===== config.mk =====
export PLATFORM = sky130hd
export DESIGN_NAME = usb4_lane_link_core
export DESIGN_NICKNAME = d
export VERILOG_FILES = /design/src/rtl/usb4_ll_pkg.sv /design/src/rtl/usb4_lane_link_core_sb_uart.sv /design/src/rtl/usb4_lane_link_core.sv
export SDC_FILE = /design/constraint.sdc
export NUM_CORES = 1
export LEC_CHECK = 0
export CAP_MARGIN = 5
export CORE_ASPECT_RATIO = 1.25
export CORE_MARGIN = 2
export CORE_UTILIZATION = 50
export CTS_CLUSTER_DIAMETER = 100
export DETAILED_ROUTE_END_ITERATION = 8
export PLACE_DENSITY = 0.84
export SETUP_SLACK_MARGIN = 0.4
export SLEW_MARGIN = 40
export SYNTH_ARGS = -nofsm -noshare
export SYNTH_HDL_FRONTEND = slang
export SYNTH_HIERARCHICAL = 1
export SYNTH_SLANG_ARGS = --single-unit

===== constraint.sdc =====
create_clock -name local_clk -period 2 [get_ports local_clk]
set_clock_uncertainty 0.1 [all_clocks]
set_input_delay 0.3 -clock local_clk [delete_from_list [all_inputs] [get_ports local_clk]]
set_output_delay 0.3 -clock local_clk [all_outputs]
set_load 0.1 [all_outputs]

===== src/rtl/usb4_ll_pkg.sv =====
// Shared constants for the USB4 lane link core: state codes, config
// register addresses and default link symbols.
package usb4_ll_pkg;

    // Link state codes, also reported in STATUS[2:0]
    localparam logic [2:0] ST_DISABLED     = 3'd0;
    localparam logic [2:0] ST_SB_CONNECT   = 3'd1;
    localparam logic [2:0] ST_SB_HANDSHAKE = 3'd2;
    localparam logic [2:0] ST_TRAINING     = 3'd3;
    localparam logic [2:0] ST_CL0          = 3'd4;

    // Config word addresses
    localparam logic [7:0] ADDR_CAP       = 8'h00;
    localparam logic [7:0] ADDR_LANE_CTRL = 8'h01;
    localparam logic [7:0] ADDR_STATUS    = 8'h02;

    // Default link symbols and capability value
    localparam logic [7:0]  TS_BYTE_DEF = 8'h4B;
    localparam logic [7:0]  HS_BYTE_DEF = 8'hA5;
    localparam logic [31:0] GEN_CAP_DEF = 32'h0000_0007;

    // Layout of the STATUS register payload
    typedef struct packed {
        logic [4:0] train_cnt;
        logic [2:0] state;
    } status_t;

    // Lanes carry data only while training or in CL0
    function automatic logic is_lane_active(input logic [2:0] st);
        return (st == ST_TRAINING) || (st == ST_CL0);
    endfunction

endpackage


===== src/rtl/usb4_lane_link_core_sb_uart.sv =====
// Sideband UART: 1 start, 8 data LSB first, 1 stop, SB_DIV cycles per bit.
// The receiver expects an already-synchronised line.
module sb_uart #(
    parameter int SB_DIV = 16
) (
    input  logic       clk,
    input  logic       rst,
    input  logic       tx_start,
    input  logic [7:0] tx_byte,
    output logic       tx_busy,
    output logic       tx_line,
    input  logic       rx_line,
    output logic       rx_valid,
    output logic [7:0] rx_byte
);
    localparam int DW = $clog2(SB_DIV) + 1;
    localparam logic [DW-1:0] DIV_LAST  = DW'(SB_DIV - 1);
    localparam logic [DW-1:0] HALF_LAST = DW'(SB_DIV / 2 - 1);

    logic          tx_busy_r;
    logic          tx_line_r;
    logic [9:0]    tx_sh_r;
    logic [3:0]    tx_bit_r;
    logic [DW-1:0] tx_div_r;

    logic          rx_prev_r;
    logic          rx_busy_r;
    logic [DW-1:0] rx_cnt_r;
    logic [3:0]    rx_bit_r;
    logic [7:0]    rx_sh_r;
    logic          rx_valid_r;
    logic [7:0]    rx_byte_r;

    // Transmitter: load a frame when idle, shift one bit every SB_DIV cycles
    always_ff @(posedge clk) begin
        if (rst) begin
            tx_busy_r <= 1'b0;
            tx_line_r <= 1'b1;
            tx_sh_r   <= 10'h3FF;
            tx_bit_r  <= 4'd0;
            tx_div_r  <= '0;
        end else if (!tx_busy_r) begin
            if (tx_start) begin
                tx_busy_r <= 1'b1;
                tx_sh_r   <= {1'b1, tx_byte, 1'b0};
                tx_line_r <= 1'b0;
                tx_bit_r  <= 4'd0;
                tx_div_r  <= '0;
            end
        end else if (tx_div_r == DIV_LAST) begin
            tx_div_r <= '0;
            if (tx_bit_r == 4'd9) begin
                tx_busy_r <= 1'b0;
                tx_line_r <= 1'b1;
            end else begin
                tx_bit_r  <= tx_bit_r + 4'd1;
                tx_sh_r   <= {1'b1, tx_sh_r[9:1]};
                tx_line_r <= tx_sh_r[1];
            end
        end else begin
            tx_div_r <= tx_div_r + 1'b1;
        end
    end

    // Receiver: falling edge starts a frame, sample mid-bit, validate start/stop
    always_ff @(posedge clk) begin
        if (rst) begin
            rx_prev_r  <= 1'b1;
            rx_busy_r  <= 1'b0;
            rx_cnt_r   <= '0;
            rx_bit_r   <= 4'd0;
            rx_sh_r    <= 8'd0;
            rx_valid_r <= 1'b0;
            rx_byte_r  <= 8'd0;
        end else begin
            rx_valid_r <= 1'b0;
            rx_prev_r  <= rx_line;
            if (!rx_busy_r) begin
                if (rx_prev_r && !rx_line) begin
                    rx_busy_r <= 1'b1;
                    rx_cnt_r  <= HALF_LAST;
                    rx_bit_r  <= 4'd0;
                end
            end else if (rx_cnt_r != '0) begin
                rx_cnt_r <= rx_cnt_r - 1'b1;
            end else begin
                rx_cnt_r <= DIV_LAST;
                if (rx_bit_r == 4'd0) begin
                    // a high line at mid start bit was a glitch
                    if (rx_line) begin
                        rx_busy_r <= 1'b0;
                    end else begin
                        rx_bit_r <= 4'd1;
                    end
                end else if (rx_bit_r == 4'd9) begin
                    rx_busy_r <= 1'b0;
                    if (rx_line) begin
                        rx_valid_r <= 1'b1;
                        rx_byte_r  <= rx_sh_r;
                    end
                end else begin
                    rx_sh_r  <= {rx_line, rx_sh_r[7:1]};
                    rx_bit_r <= rx_bit_r + 4'd1;
                end
            end
        end
    end

    assign tx_busy  = tx_busy_r;
    assign tx_line  = tx_line_r;
    assign rx_valid = rx_valid_r;
    assign rx_byte  = rx_byte_r;

endmodule


===== src/rtl/usb4_lane_link_core.sv =====
// USB4 logical-layer lane core (no scrambler): config registers, link
// bring-up FSM, two-lane serializer and deserializer.
module usb4_lane_link_core
    import usb4_ll_pkg::*;
#(
    parameter int          SB_DIV         = 16,
    parameter int          CONNECT_CYCLES = 32,
    parameter int          DISC_CYCLES    = 256,
    parameter int          TRAIN_LEN      = 8,
    parameter logic [7:0]  TS_BYTE        = TS_BYTE_DEF,
    parameter logic [7:0]  HS_BYTE        = HS_BYTE_DEF,
    parameter logic [31:0] GEN_CAP        = GEN_CAP_DEF
) (
    input  logic        local_clk,
    input  logic        rst,
    input  logic        lane_disable,
    input  logic        c_read,
    input  logic        c_write,
    input  logic [7:0]  c_address,
    input  logic [31:0] c_data_in,
    output logic [31:0] c_data_out,
    input  logic [7:0]  transport_layer_data_in,
    output logic [7:0]  transport_layer_data_out,
    input  logic        lane_0_rx_i,
    input  logic        lane_1_rx_i,
    input  logic        enable_deser,
    input  logic        sbrx,
    output logic        sbtx,
    output logic        lane_0_tx_o,
    output logic        lane_1_tx_o,
    output logic        enable_scr
);
    logic [2:0]  state_r, state_nxt;
    logic [31:0] ctrl_r, rd_data_s, c_data_out_r;
    logic        sbrx_m_r, sbrx_s_r;
    logic [15:0] conn_cnt_r, disc_cnt_r;
    logic        hs_got_r, tx_start_s, tx_busy_s, tx_line_s, rx_valid_s;
    logic [7:0]  rx_byte_s;
    logic        sbtx_r, lane0_r, lane1_r, enable_scr_r;
    logic [1:0]  ph_r, dph_r;
    logic [7:0]  tx_byte_r, src_s, cur_byte_s, ts_sent_r;
    logic [7:0]  dsh_r, dsh_nxt_s, word_r, tl_out_r;
    logic        done_r, entry_s;
    logic [4:0]  train_cnt_r;
    status_t     status_s;

    sb_uart #(.SB_DIV(SB_DIV)) u_sb (
        .clk(local_clk), .rst(rst),
        .tx_start(tx_start_s), .tx_byte(HS_BYTE),
        .tx_busy(tx_busy_s), .tx_line(tx_line_s),
        .rx_line(sbrx_s_r), .rx_valid(rx_valid_s), .rx_byte(rx_byte_s)
    );

    assign status_s   = '{train_cnt: train_cnt_r, state: state_r};
    assign tx_start_s = (state_r == ST_SB_HANDSHAKE) && !hs_got_r && !tx_busy_s;
    assign entry_s    = (state_nxt == ST_TRAINING) && (state_r != ST_TRAINING);
    assign dsh_nxt_s  = {lane_1_rx_i, lane_0_rx_i, dsh_r[7:2]};

    // Config read data mux
    always_comb begin
        rd_data_s = 32'd0;
        case (c_address)
            ADDR_CAP:       rd_data_s = GEN_CAP;
            ADDR_LANE_CTRL: rd_data_s = ctrl_r;
            ADDR_STATUS:    rd_data_s = {24'd0, status_s};
            default:        rd_data_s = 32'd0;
        endcase
    end

    // Link state transitions; disable wins, then sideband disconnect
    always_comb begin
        state_nxt = state_r;
        if (lane_disable || !ctrl_r[0]) begin
            state_nxt = ST_DISABLED;
        end else if ((state_r == ST_SB_HANDSHAKE || is_lane_active(state_r)) &&
                     !sbrx_s_r && (disc_cnt_r == 16'(DISC_CYCLES - 1))) begin
            state_nxt = ST_SB_CONNECT;
        end else begin
            case (state_r)
                ST_DISABLED:     state_nxt = ST_SB_CONNECT;
                ST_SB_CONNECT:   state_nxt = (sbrx_s_r && conn_cnt_r == 16'(CONNECT_CYCLES - 1)) ?
                                             ST_SB_HANDSHAKE : ST_SB_CONNECT;
                ST_SB_HANDSHAKE: state_nxt = (hs_got_r && !tx_busy_s) ? ST_TRAINING : ST_SB_HANDSHAKE;
                ST_TRAINING:     state_nxt = (train_cnt_r >= 5'(TRAIN_LEN) && ts_sent_r >= 8'(TRAIN_LEN)) ?
                                             ST_CL0 : ST_TRAINING;
                ST_CL0:          state_nxt = ST_CL0;
                default:         state_nxt = ST_DISABLED;
            endcase
        end
    end

    // Transmit byte source and the byte being shifted this phase
    always_comb begin
        src_s      = (state_r == ST_TRAINING) ? TS_BYTE : transport_layer_data_in;
        cur_byte_s = (ph_r == 2'd0) ? src_s : tx_byte_r;
    end

    // State register, config registers and sideband synchronizer
    always_ff @(posedge local_clk) begin
        if (rst) begin
            state_r      <= ST_DISABLED;
            ctrl_r       <= 32'd0;
            c_data_out_r <= 32'd0;
            sbrx_m_r     <= 1'b0;
            sbrx_s_r     <= 1'b0;
        end else begin
            state_r  <= state_nxt;
            sbrx_m_r <= sbrx;
            sbrx_s_r <= sbrx_m_r;
            if (c_read) c_data_out_r <= rd_data_s;
            if (c_write && c_address == ADDR_LANE_CTRL) ctrl_r <= c_data_in;
        end
    end

    // Connect/disconnect run-length counters and handshake receipt flag
    always_ff @(posedge local_clk) begin
        if (rst) begin
            conn_cnt_r <= 16'd0;
            disc_cnt_r <= 16'd0;
            hs_got_r   <= 1'b0;
        end else begin
            conn_cnt_r <= (state_r == ST_SB_CONNECT && sbrx_s_r) ? conn_cnt_r + 16'd1 : 16'd0;
            disc_cnt_r <= ((state_r == ST_SB_HANDSHAKE || is_lane_active(state_r)) && !sbrx_s_r) ?
                          disc_cnt_r + 16'd1 : 16'd0;
            if (state_r == ST_SB_HANDSHAKE) begin
                if (rx_valid_s && rx_byte_s == HS_BYTE) hs_got_r <= 1'b1;
            end else begin
                hs_got_r <= 1'b0;
            end
        end
    end

    // Registered sideband, lane and scrambler-enable outputs, lane serializer
    always_ff @(posedge local_clk) begin
        if (rst) begin
            sbtx_r       <= 1'b0;
            enable_scr_r <= 1'b0;
            lane0_r      <= 1'b0;
            lane1_r      <= 1'b0;
            ph_r         <= 2'd0;
            tx_byte_r    <= 8'd0;
            ts_sent_r    <= 8'd0;
        end else begin
            case (state_nxt)
                ST_DISABLED:   sbtx_r <= 1'b0;
                ST_SB_CONNECT: sbtx_r <= 1'b1;
                default:       sbtx_r <= tx_line_s;
            endcase
            enable_scr_r <= (state_nxt == ST_CL0);
            ph_r         <= ph_r + 2'd1;
            if (ph_r == 2'd0) tx_byte_r <= src_s;
            if (is_lane_active(state_r) && is_lane_active(state_nxt)) begin
                lane0_r <= cur_byte_s[{ph_r, 1'b0}];
                lane1_r <= cur_byte_s[{ph_r, 1'b1}];
            end else begin
                lane0_r <= 1'b0;
                lane1_r <= 1'b0;
            end
            if (state_r == ST_TRAINING) begin
                if (ph_r == 2'd0 && ts_sent_r < 8'(TRAIN_LEN)) ts_sent_r <= ts_sent_r + 8'd1;
            end else begin
                ts_sent_r <= 8'd0;
            end
        end
    end

    // Deserializer: qualified pairs shift in, a byte completes every 4 pairs
    always_ff @(posedge local_clk) begin
        if (rst) begin
            dph_r  <= 2'd0;
            dsh_r  <= 8'd0;
            word_r <= 8'd0;
            done_r <= 1'b0;
        end else if (entry_s) begin
            dph_r  <= 2'd0;
            done_r <= 1'b0;
        end else if (enable_deser) begin
            dsh_r  <= dsh_nxt_s;
            dph_r  <= dph_r + 2'd1;
            done_r <= (dph_r == 2'd3);
            if (dph_r == 2'd3) word_r <= dsh_nxt_s;
        end else begin
            done_r <= 1'b0;
        end
    end

    // Training match counter and received-byte output register
    always_ff @(posedge local_clk) begin
        if (rst) begin
            train_cnt_r <= 5'd0;
            tl_out_r    <= 8'd0;
        end else begin
            if (entry_s) begin
                train_cnt_r <= 5'd0;
            end else if (state_r == ST_TRAINING && done_r) begin
                if (word_r != TS_BYTE)          train_cnt_r <= 5'd0;
                else if (train_cnt_r != 5'd31)  train_cnt_r <= train_cnt_r + 5'd1;
            end
            if (state_r == ST_TRAINING)          tl_out_r <= 8'd0;
            else if (state_r == ST_CL0 && done_r) tl_out_r <= word_r;
        end
    end

    assign c_data_out               = c_data_out_r;
    assign transport_layer_data_out = tl_out_r;
    assign sbtx                     = sbtx_r;
    assign lane_0_tx_o              = lane0_r;
    assign lane_1_tx_o              = lane1_r;
    assign enable_scr               = enable_scr_r;

endmodule


==> flow_summary.toml <==
[outcome]
outcome = "finished with violations"
violations = "negative setup slack"

[grt]
first_global_vias = 8272
grt_usage_pct = 26.6
antenna_found_initial = 0
overflow = 0
grt_pass1_wl_um = 40000
grt_max_degree = 83

[critical_path]
end_kind = "flip-flop"
path_max_fanout = 28
setup.worst_path.start_class = "flip-flop"
cp.required_ns = 2.30
path_class = "reg2reg"
arrival_ns = 2.65

[cts]
tritoncts = "built"
cts.sinks = 201
htree_levels = 1
root_buffer = "clkbuf_16"
clock_path_buffers = 3
clk_latency_ns = 0.51
cts_made_buffers = 21
cts.clk_slew.worst_paths_ns = 0.07

[logic_synthesis]
synth_top_area_share_pct = 46.3
ys_top_cells_by_area = "dfxtp_1 (46%), a21oi_1 (5.8%), nor2_1 (5.5%)"
synthArstFlopShare_pct = 0
syn_avg_cell_area_um2 = 8.70
seq_area_frac_synth_pct = 46.3
synth_top_area_cell = "dfxtp_1"
synth_seq_cells = 201
yosysWarningCount = 6
synth_edf_count = 0
synth_commonest_cells = "dfxtp_1 (201), nor2_1 (127), nand2_1 (124)"
synth_ff_type = "dfxtp_1"
syn_area_mm2 = 0.00869
yosys.cell_types.count = 73
synth_most_common_cell = "dfxtp_1"
synth_cells = 999

[die]
design.die.area_mm2 = 0.0185
core_area_mm2 = 0.0169
die_x_um = 122
rows = 53
initial_core_util_pct = 51.4
pin_count = 101
die_y_um = 151

[route]
via_count = 8673
drt-total-wl_um = 29300
via_per_inst = 6.00
drt_iter0_markers = 788
drc = 0
wl_per_cell_um = 20.3
drtPass1Iterations = 5
drtAntennaViolNets = 0

[final_layout]
drive_above_1_share_pct = 34.6
fin_nets = 1284
diodes = 0
fillerInstances = 974
synthToLayoutAreaGrowth_pct = 44.0

[sta]
report.final.setup_viol = 26
drv_slew = 0
worst_slack_ns = -0.348
final-hold-violation-count = 0
worstMarginPinSlew_ns = 0.546
max_freq_ghz = 0.426
period_share_pct = 117
rsz0062_at_grt = "true"
final.min_clock_period_ns = 2.35
max-slew-margin-rel_pct = 63.6

[flow_run]
cap_violations = 0

[placed_design]
portBuffers = 100
pre_cts_slack_ns = -0.293
place.gp.congestion = 0.797
dp_hpwl_um = 14100

[power_and_ir_drop]
worst_ir_drop_vdd_mv = 0.622
fin_total_pwr_w = 0.00891
power_density_mw_per_mm2 = 712
p_leak_nw = 4.68

[min_path]
hold_class = "in2reg"
-- kinds of logic after synthesis --
family	share of synthesized area, %
and+or+nand+nor	24.8
DFF	46.3
AOI/OAI and AO/OA	15.0
buffers and inverters	4.42
muxes	4.67
xor gates and xnor gates	2.32
adders and majority gates	2.30
other	0.0865
-- cell usage in the layout, fill, tap and decap left out, drive strengths merged, types with 26 or more instances in the layout --
cell type / netlist / routed
a21oi: 101 / 101
buf: 17 / 181
clkdlybuf4s50: 0 / 51
dfxtp: 201 / 201
inv: 31 / 33
mux2i: 36 / 36
nand2: 124 / 124
nand3: 26 / 26
nor2: 128 / 128
nor2b: 31 / 31
nor3: 28 / 28
o21ai: 28 / 28
-- through the flow --
step	setup TNS [ns]	instance area [um2]	std cells	hold WS [ns]	util, %
2_1_floorplan	-1.24	8920	1005	0.314	-
3_3_place_gp	-16.81	10400	1348	0.342	61.3
3_5_place_dp	-19.77	10400	1348	0.350	61.3
4_1_cts	-5.78	11900	1426	0.0145	70.5
5_1_grt	-8.73	12500	1446	0.0243	74.0
6_report	-7.07	12500	1446	0.0270	74.0
-- state kept, by name, summed over array words and instances (netlist names), 2 cells and up --
register                  cells
c_data_out                   32
ctrl_r                       32
conn_cnt_r                   16
disc_cnt_r                   16
transport_layer_data_out      8
ts_sent_r                     8
tx_byte_r                     8
u_sb/rx_byte                  8
u_sb/rx_sh_r                  8
u_sb/tx_sh_r                  8
word_r                        8
dsh_r                         6
train_cnt_r                   5
u_sb/rx_cnt_r                 5
u_sb/tx_div_r                 5
u_sb/rx_bit_r                 4
u_sb/tx_bit_r                 4
state_r                       3
dph_r                         2
ph_r                          2
-- critical path, stage by stage, from the launching register on --
cell and delay (ns):
dfxtp_1 0.32, or4_1 0.52, or3_4 0.38, o21ai_2 0.18, and2_1 0.25, buf_12 0.22
a32oi_1 0.14, o311ai_2 0.13
-- what timing repair did --
item                                    4_1_cts  5_1_grt
setup buffers                                29       20
endpoints found under the hold margin         1        0
pin swaps                                    57       51
resized for setup                           141      117
gates cloned                                 10        0
hold buffers                                  1        0
endpoints found under the setup margin      169      168
-- cell type report --
type	count	area [um2]	area share, %
multi-input combinational	721	5150	41.1
sequential	201	4060	32.4
timing repair buffer	235	2180	17.4
clock buffer	22	539	4.31
tap	220	275	2.20
clock inverter	16	194	1.55
inverter	31	119	0.950
-- path summary, 6_finish.rpt --
check | startpoint | end | slack [ns] | cells past startpoint
max reg2reg | conn_cnt_r[14] | word_r[6] | -0.35 | 7
min | rst | u_sb/rx_cnt_r[1] | 0.03 | 2
min reg2reg | ctrl_r[8] | ctrl_r[8] | 0.36 | 2
max | conn_cnt_r[14] | word_r[6] | -0.35 | 7
-- power breakdown --
part,internal [W],leakage (nW),switching (W)
clock network,0.00250,0.367,0.00171
logic,0.000294,2.68,0.000324
registers,0.00405,1.63,0.0000407
total,0.00684,4.68,0.00207
-- routing by layer --
layer  share of wire [%]  global-route usage [%]
met2                  51                    49.8
met4                 5.7                    12.4
met5                   0                       0
met1                  37                    29.0
met3                 7.1                    4.33
No activity file was read; power rests on OpenSTA's default activity.
==> variant 1 (config.mk and constraints unchanged) <==
The output `enable_scr` loses its register stage (`enable_scr_r` becomes a continuous assignment).
--- a/src/rtl/usb4_lane_link_core.sv
+++ b/src/rtl/usb4_lane_link_core.sv
@@ -136,3 +136,2 @@
             sbtx_r       <= 1'b0;
-            enable_scr_r <= 1'b0;
             lane0_r      <= 1'b0;
@@ -148,3 +147,2 @@
             endcase
-            enable_scr_r <= (state_nxt == ST_CL0);
             ph_r         <= ph_r + 2'd1;
@@ -165,2 +163,4 @@
     end
+
+    assign enable_scr_r = (state_nxt == ST_CL0);
 
Function: same outputs for any inputs over 4 cycles, from zero or initial values and one cycle with rst high; that may be too few to reach the edited logic, so the function may still have changed.
==> variant 1 against the unedited design <==
The run still ends with negative setup slack left. Synthesized area down 0.20%. Design area up 6.0%. Largest power group is now sequential cells. Setup slack worse by 0.23 ns. Combinational power up 6.5%. Sequential cell count down 1. Via count up 9.5%. Wire length up 34%. Power down 7.1%.
==> variant 1: results (changes against the unedited design) <==
Run status
  – Run status: complete, but fails checks
  – Violated checks: negative setup slack

Global routing
  – Initial antenna violation count: 2 (+2)
  – First-pass GRT wire length: 42720 µm (+6.8%)
  – Vias in the first global route: 8590 (+3.8%)
  – Largest net degree at the start of global routing: 99 (+19%)

Drt
  – Routed WL per cell: 27.46 µm (+35%)
  – Met2 WL: 17660 µm (+19%)
  – M1 WL: 12620 µm (+18%)
  – Total Wirelength: 39190 µm (+34%)
  – 1st-iter DRT viols: 1771 (+120%)
  – Top Layer Used: met5
  – Met3 Wirelength: 5041 µm (+140%)
  – Vias per cell: 6.656 (+11%)

Power
  – Final Power: 8.273 mW (-7.1%)
  – Clk power: 3.56 mW (-15%)
  – Max IR drop VDD: 521.1 µV (-16%)
  – Int Power: 5.989 mW (-12%)
  – Comb group: 659 µW (+6.5%)
  – Leakage power: 4.954 nW (+5.7%)

Placement
  – Port Buffers: 100 (unchanged)
  – RD Place Congestion: 0.7965 (about the same)
  – Placement Cell Area: 0.01035 mm² (-0.17%)
  – DP Worst Slack: -0.3051 ns (-0.01246 ns)
  – Dpl hpwl: 13400 µm (-4.9%)

Logic synthesis
  – Register area share after synthesis: 46.18% (-0.14 points)
  – Fraction of synthesized area in multiplexers: 5.167% (+0.50 points)
  – Yosys cell types: 84 (+15%)
  – Synth cell count leaders: 200 x dfxtp_1, 131 x nor2_1, 108 x nand2_1
  – Synth Area in XOR/XNOR: 3.132% (+0.81 points)
  – Dominant cells by area after synthesis: dfxtp_1 46%, nor2_1 5.7%, a21oi_1 5.0%, nand2_1 4.7%, mux2i_1 4.4%
  – Adder-Cell Fraction of Synth Area: 2.309% (+0.0047 points)
  – Post-synthesis compound-gate area fraction: 13.31% (-1.7 points)

Worst setup path
  – Crit-path max FO: 2 (-93%)
  – R2r setup slk: -0.44 ns (-0.09 ns)
  – Reg2Reg Depth: 10 (+3)
  – RR Endpoint: done_r$_SDFF_PP0_
  – Capture point of the critical path: enable_scr
  – Slowest CP cell: a2111o_1
  – Required @ worst endpoint: 1.60 ns (-0.70 ns)
  – Critical path's largest stage delay: 0.44 ns (-0.08 ns)
  – CP top delay family: compound AO/OA/AOI/OAI gates

Timing
  – Final Setup Violations: 32 (+23%)
  – Setup_tns: -9.223 ns (-2.150 ns)
  – Final WS setup: -0.5778 ns (-0.2301 ns)
  – Worst hold slack: 0.05131 ns (+0.02434 ns)
  – Worst Tran Pin Value: 1.246 ns (+0.6998 ns)

Cells and area
  – Filler instances: 760 (-22%)
  – Share of layout cells above drive strength 1: 41.87% (+7.3 points)

Hold path
  – Min-Delay Endpoint: u_sb/rx_cnt_r[2]$_SDFFE_PP0P_

CTS
  – Post-CTS sizing: 198 (+40%)
  – CTS Buf Count: 17 (-19%)
  – Htree depth: 4 (+3)
  – Setup bufs post-CTS: 47 (+62%)
  – Max clock buf depth: 2 (-1)
==> variant 1: cell count changes after synthesis, sizes merged, moves of 5 or more <==
cell,unedited run,this run
a21oi,101,87
and3,18,28
buf,17,24
clkbuf,37,29
inv,31,26
nand2,124,109
nor2b,31,36
nor3,28,16
o21ai,28,21
or3,10,2
xnor2,9,14
==> variant 1: per-layer routing <==
layer,up-vias,global-route usage (%)
li1,3820,-
met3,377,5.836
met5,-,0
met2,911,51.26
met4,6,18.79
met1,4384,32.11
==> variant 1: cell type report <==
| class | instances | area [µm²] | share of cell area [%] |
|---|---|---|---|
| Antenna cell | 1 | 2.502 | 0.01886 |
| Clock buffer | 17 | 425.4 | 3.207 |
| Clock inverter | 15 | 160.2 | 1.207 |
| Inverter | 26 | 101.3 | 0.7640 |
| Multi-Input combinational cell | 704 | 5759 | 43.42 |
| Sequential cell | 200 | 4053 | 30.55 |
| Tap cell | 220 | 275.3 | 2.075 |
| Timing Repair Buffer | 244 | 2489 | 18.76 |
==> variant 2 (same flow settings) <==
Made on the original files. `SB_DIV` is set to 16 in 2 places; all go to 8.
--- a/src/rtl/usb4_lane_link_core_sb_uart.sv
+++ b/src/rtl/usb4_lane_link_core_sb_uart.sv
@@ -3,3 +3,3 @@
 module sb_uart #(
-    parameter int SB_DIV = 16
+    parameter int SB_DIV = 8
 ) (
--- a/src/rtl/usb4_lane_link_core.sv
+++ b/src/rtl/usb4_lane_link_core.sv
@@ -5,3 +5,3 @@
 #(
-    parameter int          SB_DIV         = 16,
+    parameter int          SB_DIV         = 8,
     parameter int          CONNECT_CYCLES = 32,
Check against the original RTL: same outputs for any inputs over 4 cycles, from zero or initial values and one cycle with rst high; that may be too few to reach the edited logic, so the function may still have changed.
==> variant 2 against the unedited design <==
The run still ends with negative setup slack left. Count of clock-buffer cells in the layout down 5. Setup slack better by 0.057 ns. Design area down 1.4%. Power down 9.6%. Sequential cell count down 2. Fmax up 2.5%. Synthesized area down 0.88%. Wire length down 14%.
==> variant 2: results (changes against the unedited design) <==
Timing
  – Final Setup Violations: 26 (unchanged)
  – Worst Tran Pin Value: 0.5613 ns (+0.01546 ns)
  – Final WS setup: -0.2906 ns (+0.05713 ns)
  – Setup_tns: -6.014 ns (+1.059 ns)
  – Worst hold slack: 0.2269 ns (+0.2000 ns)

Run status
  – Violated checks: negative setup slack
  – Run status: complete, but fails checks

Global routing
  – Overall routing resource usage: 25.94% (-0.64 points)
  – Largest net degree at the start of global routing: 106 (+28%)
  – Vias in the first global route: 8001 (-3.3%)
  – First-pass GRT wire length: 37870 µm (-5.4%)

Power
  – Leakage power: 4.528 nW (-3.4%)
  – Reg power frac: 50.1% (+4.2 points)
  – Max IR drop VDD: 550.1 µV (-12%)
  – Int Power: 5.970 mW (-13%)

Logic synthesis
  – Adder-Cell Fraction of Synth Area: 2.325% (+0.020 points)
  – Dominant cells by area after synthesis: dfxtp_1 46%, a21oi_1 6.0%, nor2_1 5.8%, nand2_1 5.4%, mux2i_1 3.6%
  – Yosys cell types: 64 (-12%)
  – Synth Area per Inst: 8.611 µm² (-0.98%)
  – Fraction of synthesized area in multiplexers: 3.996% (-0.67 points)
  – Synth cell count leaders: 199 x dfxtp_1, 132 x nor2_1, 123 x nand2_1
  – Synth Area in XOR/XNOR: 2.645% (+0.33 points)

Drt
  – Vias: 8221 (-5.2%)
  – Met2 WL: 13300 µm (-10%)
  – Routed WL per cell: 17.72 µm (-13%)
  – DR pass1 iterations: 4 (-1)
  – 1st-iter DRT viols: 581 (-26%)
  – M1 WL: 9677 µm (-9.8%)
  – Met3 Wirelength: 1210 µm (-42%)
  – Vias per cell: 5.757 (-4.0%)

Cells and area
  – Share of layout cells above drive strength 1: 34.19% (-0.40 points)

Hold path
  – Hold depth: 3 (+1)

CTS
  – CTS Buf Count: 17 (-19%)
  – Clock Latency Late Sink: 0.45 ns (-0.06 ns)
  – Max clock buf depth: 2 (-1)
  – Htree depth: 4 (+3)

Placement
  – RD Place Congestion: 0.8428 (+5.7%)
  – Dpl hpwl: 13700 µm (-2.8%)
  – DP Worst Slack: -0.2758 ns (+0.01688 ns)

Worst setup path
  – RR Endpoint: word_r[5]$_SDFFE_PP0P_
  – Slowest CP cell: or4_4
  – Reg2Reg Depth: 6 (-1)
[variant 2: cell count changes after synthesis, moves of 6 or more]
cell / before / now
a211oi_1: 4 / 10
o21bai_1: 0 / 8
nor3_1: 27 / 19
a31oi_1: 9 / 0
nor2b_1: 31 / 39
[variant 2: area by class of cell]
cell class | instances | area, µm²
Multi-Input combinational cell | 726 | 5243
Fill cell | 1061 | 4504
Sequential cell | 199 | 4024
Timing Repair Buffer | 222 | 2078
Clock buffer | 17 | 425.4
Tap cell | 220 | 275.3
Clock inverter | 15 | 180.2
Inverter | 29 | 113.9
[variant 2: metal layers]
| layer | global-route usage (%) | up-vias |
|---|---|---|
| met5 | 0 | - |
| met3 | 5.720 | 91 |
| met4 | 13.97 | 0 |
| met2 | 46.26 | 284 |
| li1 | - | 3826 |
| met1 | 28.56 | 4020 |
[variant 2: repair_timing]
action / 4_1_cts / 5_1_grt
pin swaps: 71 / 48
gates resized for setup: 159 / 111
cloned: 7 / 0
endpoints found under the setup margin: 166 / 154
buffers inserted: 27 / 19
